===== src/rtl/pingpong_pkg.sv =====
`default_nettype none
// ------------------------------------------------------------------
// pingpong_pkg : bank-select encoding and read FSM state encoding
// Rev 1.0
// ------------------------------------------------------------------
package pingpong_pkg;

  // Shared with the write-side select so both halves agree on polarity
  localparam logic BANK1 = 1'b1;
  localparam logic BANK2 = 1'b0;

  typedef enum logic [1:0] {
    IDLE  = 2'd0,
    READ  = 2'd1,
    DRAIN = 2'd2
  } state_t;

endpackage
`default_nettype wire


===== src/rtl/pingpong_rd_ctrl_if.sv =====
`default_nettype none
// ------------------------------------------------------------------
// pingpong_rd_ctrl_if : bank handshake, read port and output stream
// Rev 1.0
// ------------------------------------------------------------------
interface pingpong_rd_ctrl_if #(
  parameter int DATA_WIDTH = 8,
  parameter int ADDR_WIDTH = 4
);
  logic                  wr_done1;
  logic                  wr_done2;
  logic                  full1;
  logic                  full2;
  logic [ADDR_WIDTH-1:0] rd_addr;
  logic                  rd_en1;
  logic                  rd_en2;
  logic [DATA_WIDTH-1:0] din1;
  logic [DATA_WIDTH-1:0] din2;
  logic                  sl_dout;
  logic [DATA_WIDTH-1:0] dout;
  logic                  dout_vld;
  logic                  dout_rdy;
  logic                  ovf;

  modport slave (
    input  wr_done1, wr_done2, din1, din2, dout_rdy,
    output full1, full2, rd_addr, rd_en1, rd_en2, sl_dout, dout, dout_vld, ovf
  );

  modport master (
    output wr_done1, wr_done2, din1, din2, dout_rdy,
    input  full1, full2, rd_addr, rd_en1, rd_en2, sl_dout, dout, dout_vld, ovf
  );
endinterface
`default_nettype wire


===== src/rtl/pp_skid_fifo.sv =====
`default_nettype none
// ------------------------------------------------------------------
// pp_skid_fifo : 2-entry output skid buffer, head entry drives o_data
// Rev 1.0
// ------------------------------------------------------------------
module pp_skid_fifo #(
  parameter int DATA_WIDTH = 8
) (
  input  wire                   clk,
  input  wire                   rst,
  input  wire                   i_push,
  input  wire                   i_pop,
  input  wire  [DATA_WIDTH-1:0] i_data,
  output logic [DATA_WIDTH-1:0] o_data,
  output logic [1:0]            o_count
);
  logic [DATA_WIDTH-1:0] r_mem [2];
  logic                  r_wr_ptr;
  logic                  r_rd_ptr;
  logic [1:0]            r_count;
  logic                  w_do_pop;
  logic                  w_do_push;

  assign w_do_pop  = i_pop && (r_count != 2'd0);
  assign w_do_push = i_push && ((r_count != 2'd2) || w_do_pop);

  always_ff @(posedge clk or posedge rst) begin
    if (rst) begin
      r_mem[0] <= '0;
      r_mem[1] <= '0;
      r_wr_ptr <= 1'b0;
      r_rd_ptr <= 1'b0;
      r_count  <= 2'd0;
    end else begin
      if (w_do_push) begin
        r_mem[r_wr_ptr] <= i_data;
        r_wr_ptr        <= ~r_wr_ptr;
      end
      if (w_do_pop) begin
        r_rd_ptr <= ~r_rd_ptr;
      end
      case ({w_do_push, w_do_pop})
        2'b10:   r_count <= r_count + 2'd1;
        2'b01:   r_count <= r_count - 2'd1;
        default: r_count <= r_count;
      endcase
    end
  end

  assign o_data  = r_mem[r_rd_ptr];
  assign o_count = r_count;
endmodule
`default_nettype wire


===== src/rtl/pingpong_rd_ctrl.sv =====
`default_nettype none
// ------------------------------------------------------------------
// pingpong_rd_ctrl : reads filled ping-pong banks in strict alternation
// Rev 1.0
// ------------------------------------------------------------------
module pingpong_rd_ctrl
  import pingpong_pkg::*;
#(
  parameter int DATA_WIDTH = 8,
  parameter int DEPTH      = 16,
  parameter int ADDR_WIDTH = 4
) (
  input wire                clk,
  input wire                rst,
  pingpong_rd_ctrl_if.slave bus
);
  localparam logic [ADDR_WIDTH-1:0] c_LAST_ADDR = ADDR_WIDTH'(DEPTH - 1);

  state_t                r_state;
  state_t                w_next;
  logic                  r_sl;
  logic                  r_full1;
  logic                  r_full2;
  logic                  r_ovf;
  logic                  r_inflight;
  logic                  r_inflight_bank;
  logic [ADDR_WIDTH-1:0] r_rd_addr;
  logic [1:0]            w_count;
  logic [2:0]            w_occ;
  logic                  w_vld;
  logic                  w_pop;
  logic                  w_credit;
  logic                  w_issue;
  logic                  w_release;
  logic                  w_sel_full;
  logic                  w_rel1;
  logic                  w_rel2;
  logic [DATA_WIDTH-1:0] w_push_data;
  logic [DATA_WIDTH-1:0] w_fifo_data;

  assign w_vld       = (w_count != 2'd0);
  assign w_pop       = w_vld && bus.dout_rdy;
  // Buffered plus in-flight words must stay within the two FIFO slots
  assign w_occ       = {1'b0, w_count} + {2'b00, r_inflight};
  assign w_credit    = w_occ < (3'd2 + {2'b00, w_pop});
  assign w_sel_full  = (r_sl == BANK1) ? r_full1 : r_full2;
  assign w_rel1      = w_release && (r_sl == BANK1);
  assign w_rel2      = w_release && (r_sl == BANK2);
  assign w_push_data = (r_inflight_bank == BANK1) ? bus.din1 : bus.din2;

  always_ff @(posedge clk or posedge rst) begin
    if (rst) r_state <= IDLE;
    else     r_state <= w_next;
  end

  always_comb begin
    w_next    = r_state;
    w_issue   = 1'b0;
    w_release = 1'b0;
    case (r_state)
      IDLE: begin
        if (w_sel_full) w_next = READ;
      end
      READ: begin
        w_issue = w_credit;
        if (w_credit && (r_rd_addr == c_LAST_ADDR)) w_next = DRAIN;
      end
      DRAIN: begin
        // Release only once the final word has landed in the FIFO
        if (!r_inflight) begin
          w_release = 1'b1;
          w_next    = IDLE;
        end
      end
      default: w_next = IDLE;
    endcase
  end

  always_ff @(posedge clk or posedge rst) begin
    if (rst) begin
      r_sl            <= BANK1;
      r_full1         <= 1'b0;
      r_full2         <= 1'b0;
      r_ovf           <= 1'b0;
      r_inflight      <= 1'b0;
      r_inflight_bank <= BANK1;
      r_rd_addr       <= '0;
    end else begin
      r_inflight      <= w_issue;
      r_inflight_bank <= r_sl;
      if (r_state == IDLE) begin
        r_rd_addr <= '0;
      end else if (w_issue) begin
        r_rd_addr <= (r_rd_addr == c_LAST_ADDR) ? '0 : r_rd_addr + ADDR_WIDTH'(1);
      end
      if (w_release) r_sl <= ~r_sl;
      r_full1 <= bus.wr_done1 || (r_full1 && !w_rel1);
      r_full2 <= bus.wr_done2 || (r_full2 && !w_rel2);
      if ((bus.wr_done1 && r_full1 && !w_rel1) || (bus.wr_done2 && r_full2 && !w_rel2)) begin
        r_ovf <= 1'b1;
      end
    end
  end

  pp_skid_fifo #(
    .DATA_WIDTH(DATA_WIDTH)
  ) u_fifo (
    .clk    (clk),
    .rst    (rst),
    .i_push (r_inflight),
    .i_pop  (w_pop),
    .i_data (w_push_data),
    .o_data (w_fifo_data),
    .o_count(w_count)
  );

  assign bus.full1    = r_full1;
  assign bus.full2    = r_full2;
  assign bus.ovf      = r_ovf;
  assign bus.sl_dout  = r_sl;
  assign bus.rd_addr  = r_rd_addr;
  assign bus.rd_en1   = w_issue && (r_sl == BANK1);
  assign bus.rd_en2   = w_issue && (r_sl == BANK2);
  assign bus.dout     = w_fifo_data;
  assign bus.dout_vld = w_vld;
endmodule
`default_nettype wire


===== src/flat_wrapper.sv =====
// flat-port wrapper written by rule: the top's interface ports become plain ports
module pingpong_rd_ctrl_flat import pingpong_pkg::*;
#(
  parameter int DATA_WIDTH = 8,
  parameter int DEPTH      = 16,
  parameter int ADDR_WIDTH = 4
)
  (clk, rst, bus_wr_done1, bus_wr_done2, bus_din1, bus_din2, bus_dout_rdy, bus_full1, bus_full2, bus_rd_addr, bus_rd_en1, bus_rd_en2, bus_sl_dout, bus_dout, bus_dout_vld, bus_ovf);
  pingpong_rd_ctrl_if #(.DATA_WIDTH(DATA_WIDTH), .ADDR_WIDTH(ADDR_WIDTH)) bus_i ();
  input wire clk;
  input wire rst;
  input wire logic [$bits(bus_i.wr_done1)-1:0] bus_wr_done1;
  input wire logic [$bits(bus_i.wr_done2)-1:0] bus_wr_done2;
  input wire logic [$bits(bus_i.din1)-1:0] bus_din1;
  input wire logic [$bits(bus_i.din2)-1:0] bus_din2;
  input wire logic [$bits(bus_i.dout_rdy)-1:0] bus_dout_rdy;
  output wire logic [$bits(bus_i.full1)-1:0] bus_full1;
  output wire logic [$bits(bus_i.full2)-1:0] bus_full2;
  output wire logic [$bits(bus_i.rd_addr)-1:0] bus_rd_addr;
  output wire logic [$bits(bus_i.rd_en1)-1:0] bus_rd_en1;
  output wire logic [$bits(bus_i.rd_en2)-1:0] bus_rd_en2;
  output wire logic [$bits(bus_i.sl_dout)-1:0] bus_sl_dout;
  output wire logic [$bits(bus_i.dout)-1:0] bus_dout;
  output wire logic [$bits(bus_i.dout_vld)-1:0] bus_dout_vld;
  output wire logic [$bits(bus_i.ovf)-1:0] bus_ovf;
  assign bus_i.wr_done1 = bus_wr_done1;
  assign bus_i.wr_done2 = bus_wr_done2;
  assign bus_i.din1 = bus_din1;
  assign bus_i.din2 = bus_din2;
  assign bus_i.dout_rdy = bus_dout_rdy;
  assign bus_full1 = bus_i.full1;
  assign bus_full2 = bus_i.full2;
  assign bus_rd_addr = bus_i.rd_addr;
  assign bus_rd_en1 = bus_i.rd_en1;
  assign bus_rd_en2 = bus_i.rd_en2;
  assign bus_sl_dout = bus_i.sl_dout;
  assign bus_dout = bus_i.dout;
  assign bus_dout_vld = bus_i.dout_vld;
  assign bus_ovf = bus_i.ovf;
  pingpong_rd_ctrl #(.DATA_WIDTH(DATA_WIDTH), .DEPTH(DEPTH), .ADDR_WIDTH(ADDR_WIDTH)) u_core (.clk(clk), .rst(rst), .bus(bus_i));
endmodule

===== config.mk =====
export PLATFORM = sky130hd
export DESIGN_NAME = pingpong_rd_ctrl_flat
export DESIGN_NICKNAME = d
export VERILOG_FILES = /design/src/rtl/pingpong_pkg.sv /design/src/rtl/pingpong_rd_ctrl_if.sv /design/src/rtl/pp_skid_fifo.sv /design/src/rtl/pingpong_rd_ctrl.sv /design/src/flat_wrapper.sv
export SDC_FILE = /design/constraint.sdc
export NUM_CORES = 1
export LEC_CHECK = 0
export BUFFER_PORTS_ARGS = -buffer_cell sky130_fd_sc_hd__buf_2
export CORE_MARGIN = 5
export CORE_UTILIZATION = 40
export DETAILED_ROUTE_END_ITERATION = 7
export PLACE_DENSITY = 0.68
export SETUP_SLACK_MARGIN = 0.15
export SYNTH_ARGS = -nofsm -noshare
export SYNTH_HDL_FRONTEND = slang
export SYNTH_HIERARCHICAL = 1
export SYNTH_SLANG_ARGS = --single-unit

===== constraint.sdc =====
create_clock -name clk -period 3.7 [get_ports clk]
set_input_delay 0.555 -clock clk [delete_from_list [all_inputs] [get_ports clk]]
set_output_delay 0.555 -clock clk [all_outputs]
set_load 0.02 [all_outputs]

Yosys cells after proc, flatten, opt, wreduce, memory -nomap -nowiden
Cells that the tools add are included.
{ "op_classes": {"addsub": 5, "multipliers": 0, "div": 0, "n_lt_le_gt_ge": 4, "eq_ne": 9, "shift": 0, "n_mux": 19, "bitwise_logic": 5, "n_reduce_logical": 26} }
{ "ops": {"columns": ["cell", "count"], "rows": [
  ["$mux 8", 5],
  ["$bwmux 16", 1],
  ["$logic_and 1x1->1", 15],
  ["$mux 4", 3],
  ["$demux 8 s1", 1],
  ["$mux 2", 3],
  ["$pmux 2 s3", 1],
  ["$reduce_bool 2->1", 3],
  ["$add 4x1->4 const B", 1],
  ["$eq 2x1->1 const B", 2],
  ["$eq 2x2->1 const B", 2],
  ["$eq 4x4->1 const B", 1],
  ["$ge 2x2->1 const B", 2],
  ["$logic_or 1x1->1", 4],
  ["$mux 1", 4],
  ["$ne 2x1->1 const B", 2],
  ["$ne 2x2->1 const B", 2],
  ["$not 1->2", 2],
  ["$pmux 2 s2", 1],
  ["$add 2x1->3", 1],
  ["$add 2x1->3 const A", 1],
  ["$lt 3x3->1", 1],
  ["$not 1->1", 3],
  ["$reduce_and 3->1", 1],
  ["5 further kinds", 6]
]} }
{ "totals": {"reg_bits": 32, "latch_bits": 0, "mem_bits_rw": 0, "mem_bits_ro": 0, "in_bits": 21, "output_inout_bits": 19, "elab_cells": 81, "n_memories": 0} }

Logic depth before layout (Yosys ltp)
{ "depth": {"depth_word": 7, "depth_mapped": 8, "ltp_nobuf": 8} }

Modules after synthesis
The synthesis kept the hierarchy.
{ "modules_own_cells": {"columns": ["module", "n_inst", "cells_each", "area_per_inst_um2", "seq_area_each_um2"], "rows": [
  ["pp_skid_fifo", 1, 59, 893.4, 500.5],
  ["pingpong_rd_ctrl", 1, 67, 711.9, 302.8]
]} }

Worst setup path before layout
OpenSTA, ideal clock, no wires.
{ "synth_timing": {"path_kind": "reg2out", "start": "reg u_core.u_fifo.r_count[0] (netlist: u_core/u_fifo/o_count[0])", "end": "out bus_rd_en2", "t_arrival_ns": 1.763, "slack_ns": 1.382, "stages_incl_launch_ff": 5, "n_path_buf": 0, "cell_sequence": "dfrtp_1 -> ha_1 -> ha_1 -> o21a_1 -> nor4_1"} }
{ "synth_via": {"elab_chain_len": 6} }
{ "synth_lines": {"columns": ["item", "line_no", "rtl"], "rows": [
  ["from (decl)", "pp_skid_fifo.sv:20", "logic [1:0] r_count;"],
  ["from (signal assigned)", "pp_skid_fifo.sv:43", "2'b10: r_count <= r_count + 2'd1;"],
  ["from (signal assigned)", "pp_skid_fifo.sv:44", "2'b01: r_count <= r_count - 2'd1;"],
  ["from (signal assigned)", "pp_skid_fifo.sv:45", "default: r_count <= r_count;"],
  ["$reduce_bool 2->1", "pingpong_rd_ctrl.sv:41", "assign w_vld = (w_count != 2'd0);"],
  ["$logic_and 1x1->1", "pingpong_rd_ctrl.sv:42", "assign w_pop = w_vld && bus.dout_rdy;"],
  ["$add 2x1->3", "pingpong_rd_ctrl.sv:45", "assign w_credit = w_occ < (3'd2 + {2'b00, w_pop});"],
  ["$lt 3x3->1 (*)", "pingpong_rd_ctrl.sv:45", null],
  ["$mux 1 (*)", "pingpong_rd_ctrl.sv:60", "case (r_state)"],
  ["$logic_and 1x1->1 (*)", "pingpong_rd_ctrl.sv:123", "assign bus.rd_en2 = w_issue && (r_sl == BANK2);"],
  ["to (decl)", "flat_wrapper.sv:21", "output wire logic [$bits(bus_i.rd_en2)-1:0] bus_rd_en2;"]
]} }
Mark *: on every way between the ends. The rest lies on a longest branch, timed or not.

Worst setup path in the final report
{ "layout_timing": {"start": "reg u_core.u_fifo.r_count[0] (netlist: u_core/u_fifo/o_count[0])", "end": "out bus_rd_en1"} }
{ "layout_via": {"elab_chain_len": 6} }
{ "layout_lines": {"columns": ["item", "line_no", "rtl"], "rows": [
  ["$reduce_bool 2->1", "pingpong_rd_ctrl.sv:41", null],
  ["$logic_and 1x1->1", "pingpong_rd_ctrl.sv:42", null],
  ["$add 2x1->3", "pingpong_rd_ctrl.sv:45", null],
  ["$lt 3x3->1 (*)", "pingpong_rd_ctrl.sv:45", null],
  ["$mux 1 (*)", "pingpong_rd_ctrl.sv:60", null],
  ["net u_core.w_issue", "pingpong_rd_ctrl.sv:33", "logic w_issue;"],
  ["$logic_and 1x1->1 (*)", "pingpong_rd_ctrl.sv:122", "assign bus.rd_en1 = w_issue && (r_sl == BANK1);"],
  ["to (decl)", "flat_wrapper.sv:20", "output wire logic [$bits(bus_i.rd_en1)-1:0] bus_rd_en1;"]
]} }
The timed path passes the listed nets; every way through them passes the cells marked *.

==> impl_metrics.tcl <==
set metrics [dict create \
    status "finished, final reports clean" \
    final_util_pct 49.6 \
    wl_per_cell_um 14.6 \
    cts_tree "done" \
    avgSynthCellArea_um2 12.7 \
    cp.arrival_ps 1980 \
    worstSetupStartpointType "flip-flop" \
    netlist_instances 126 \
    portBuffers 39 \
    clock_sinks 32 \
    end_kind "output port" \
    design.final.nets 195 \
    worst-path-max-fanout 7 \
    ys_warn_count 6 \
    synthArstFlopShare_pct 100 \
    grt_max_degree 21 \
    grt_pass1_wl_mm 5.45 \
    fp.dieH_um 73.4 \
    io_pins 40 \
    critical_path_required_ps 3140 \
    cpPeakStageDelay_ps 460 \
    row_count 23 \
    drt_iter0_drc 39 \
    antenna_found_initial 0 \
    crit_path_top_delay_cell "dfrtp_1" \
    hold_slack_ps 287 \
    min_path_type "primary input to async pin" \
    grt_overflow 0 \
    die-area_um2 5380 \
    areaGrowthSynthToFinish_pct 21.8 \
    layout-drive-gt1-share_pct 51.5 \
    hold_viol 0 \
    ys.flop_type "dfrtp_1" \
    clockPowerShare_pct 16.2 \
    vdd_drop_max_mv 0.448 \
    start_util_pct 40.7 \
    clock_skew_ps 4.03 \
    final-max-slew-violation-count 0 \
    dp_hpwl_mm 2.41 \
    cp_common_cell "ha_1" \
    htree_levels 2 \
    synthesis.area_um2 1610 \
    worstPathCellList "ha_1 -> ha_1 -> o21a_1 -> nor3_4 -> and2_1 -> buf_2" \
    drc 0 \
    crit_start "u_core/u_fifo/o_count[0]" \
    reg2regPathDepth 7 \
    numCtsBuffers 5 \
    cap_violations 0 \
    worstReg2RegStart "u_core/u_fifo/o_count[0]" \
    fp.dieW_um 73.4 \
    place_congestion 0.727 \
    ys_types 37 \
    power_frac_seq_pct 34.8 \
    antenna_left 0 \
    p_leak_nw 0.863 \
    crit_type "flip-flop to output port" \
    stdcell_area_um2 1960 \
    synth_edf_count 0 \
    cts_resized 0 \
    ctsLongestPathBuffers 2 \
    synth_seq_area_share_pct 50.0 \
    fillers 372 \
    rsz0062_at_grt "no" \
    clk_latency_ps 280 \
    p_int_w 0.00111 \
    wl_mm 3.24 \
    net-switching-power_w 0.000699 \
    finalSetupViolCount 0 \
    worst_pin_slew_ps 740 \
    vias 1153 \
    max_freq_mhz 394 \
    synth_nets 151 \
    core-area_um2 3940 \
    antennaDiodeCount 0 \
    postCtsHoldBufs 0 \
    post-route-period-util_pct 68.5 \
    cts_root_buffer "clkbuf_8" \
    period_minus_slack_ps 2530 \
    place_area_um2 1860 \
    grt_pass1_vias 1214 \
    max_slew_margin_pct 50.6 \
    power_density_nw_per_um2 924 \
    clk_pin_slew_ps 60 \
    synth-seq-cells 32 \
    netSwitchingFraction_pct 38.7 \
    firstDrtPassIters 4 \
    grt.total_usage_pct 13.4 \
    setup_tns_ps 0 \
    cts_setup_buffers 0 \
    via_per_inst 5.22 \
    p_comb_share_pct 49.0 \
]
-- area by class of cell --
class | instances | area, µm² | share of cell area, %
tap | 50 | 62.6 | 3.20
multi-input combinational | 86 | 772 | 39.5
clock buffer | 8 | 100 | 5.12
timing repair buffer | 39 | 195 | 9.98
sequential | 32 | 803 | 41.1
inverter | 6 | 22.5 | 1.15
-- power by group through the flow --
stage / combinational (W) / sequential (W) / clock (W)
2_1_floorplan: 0.000687 / 0.000612 / 0
3_3_place_gp: 0.000869 / 0.000623 / 0
3_5_place_dp: 0.000900 / 0.000635 / 0
4_1_cts: 0.000901 / 0.000631 / 0.000303
5_1_grt: 0.000970 / 0.000651 / 0.000325
6_report: 0.000886 / 0.000629 / 0.000293
-- flip-flops by register name, summed over array words and instances (netlist names) --
signal                  cells
u_core/bus.full2            1
u_core/u_fifo/o_count       2
u_core/r_inflight_bank      1
u_core/u_fifo/r_rd_ptr      1
u_core/bus.ovf              1
u_core/u_fifo/r_mem        16
u_core/bus.sl_dout          1
u_core/u_fifo/r_wr_ptr      1
u_core/bus.rd_addr          4
u_core/bus.full1            1
u_core/r_state              2
u_core/r_inflight           1
-- placed cells by master (no fill, tap or decap), types with 2 or more instances in the layout --
cell,count
a21o_1,2
a22o_1,2
a31oi_1,2
buf_2,39
clkbuf_8,7
dfrtp_1,30
dfstp_2,2
ha_1,4
inv_1,6
mux2_2,33
nand2_1,5
nand2b_1,2
nor2_1,2
o21a_1,2
o21ai_0,5
xnor2_1,3
xor2_1,3
-- synth_stat cells (all sizes together), types with 2 or more instances --
library cell	instances	share of area (%)
o21a	2	0.94
xor2	3	1.6
inv	6	1.4
xnor2	3	1.6
clkbuf	2	0.47
nand2	6	1.6
mux2	33	23
ha	4	3.1
a21o	2	0.94
dfstp	2	3.3
nor2	3	0.86
dfrtp	30	47
o21ai	5	1.6
nor3b	3	2.4
a22o	2	1.1
nand2b	2	0.78
a31oi	2	0.78
-- worst max-delay path, delay by kind of cell (launching register included) --
kind	cells	cell delay (ps)
adder cells (fa/ha/maj)	2	500
flip-flops	1	460
AND/OR/NAND/NOR	2	410
AO/OA/AOI/OAI	1	170
buffers and inverters	1	160
-- metal layers --
layer  wire (µm)  GRT usage, %
met3         328          5.75
met5           0             0
met2        1530          22.2
met1        1340          15.2
met4          40          4.83
-- kinds of logic after synthesis --
family	after synthesis	synth area share, %
adder cells (fa/ha/maj)	4	3.12
buffers and inverters	8	1.87
multiplexers	33	23.1
AO/OA/AOI/OAI	20	8.81
XOR/XNOR	6	3.27
AND/OR/NAND/NOR	23	9.75
flip-flops	32	50.0
-- metrics by stage --
step	std cells	total power, W	worst slack (ps)
floorplan	126	0.00130	1380
global placement	213	0.00149	1510
detailed placement	213	0.00154	1450
CTS	221	0.00184	1130
global route	221	0.00195	1040
finish	221	0.00181	1170
-- final timing paths --
check / endpoint / slack, ps
worst max-delay path: bus_rd_en1 / 1170
worst min-delay path: u_core/r_state[1] / 290
worst max register to register: u_core/u_fifo/o_count[1] / 1670
worst min register to register: u_core/r_inflight_bank / 420
max in group asynchronous: u_core/u_fifo/r_mem[9] / 2830
min in group clk: u_core/r_inflight_bank / 420
Power figures use the tool's default switching activity.
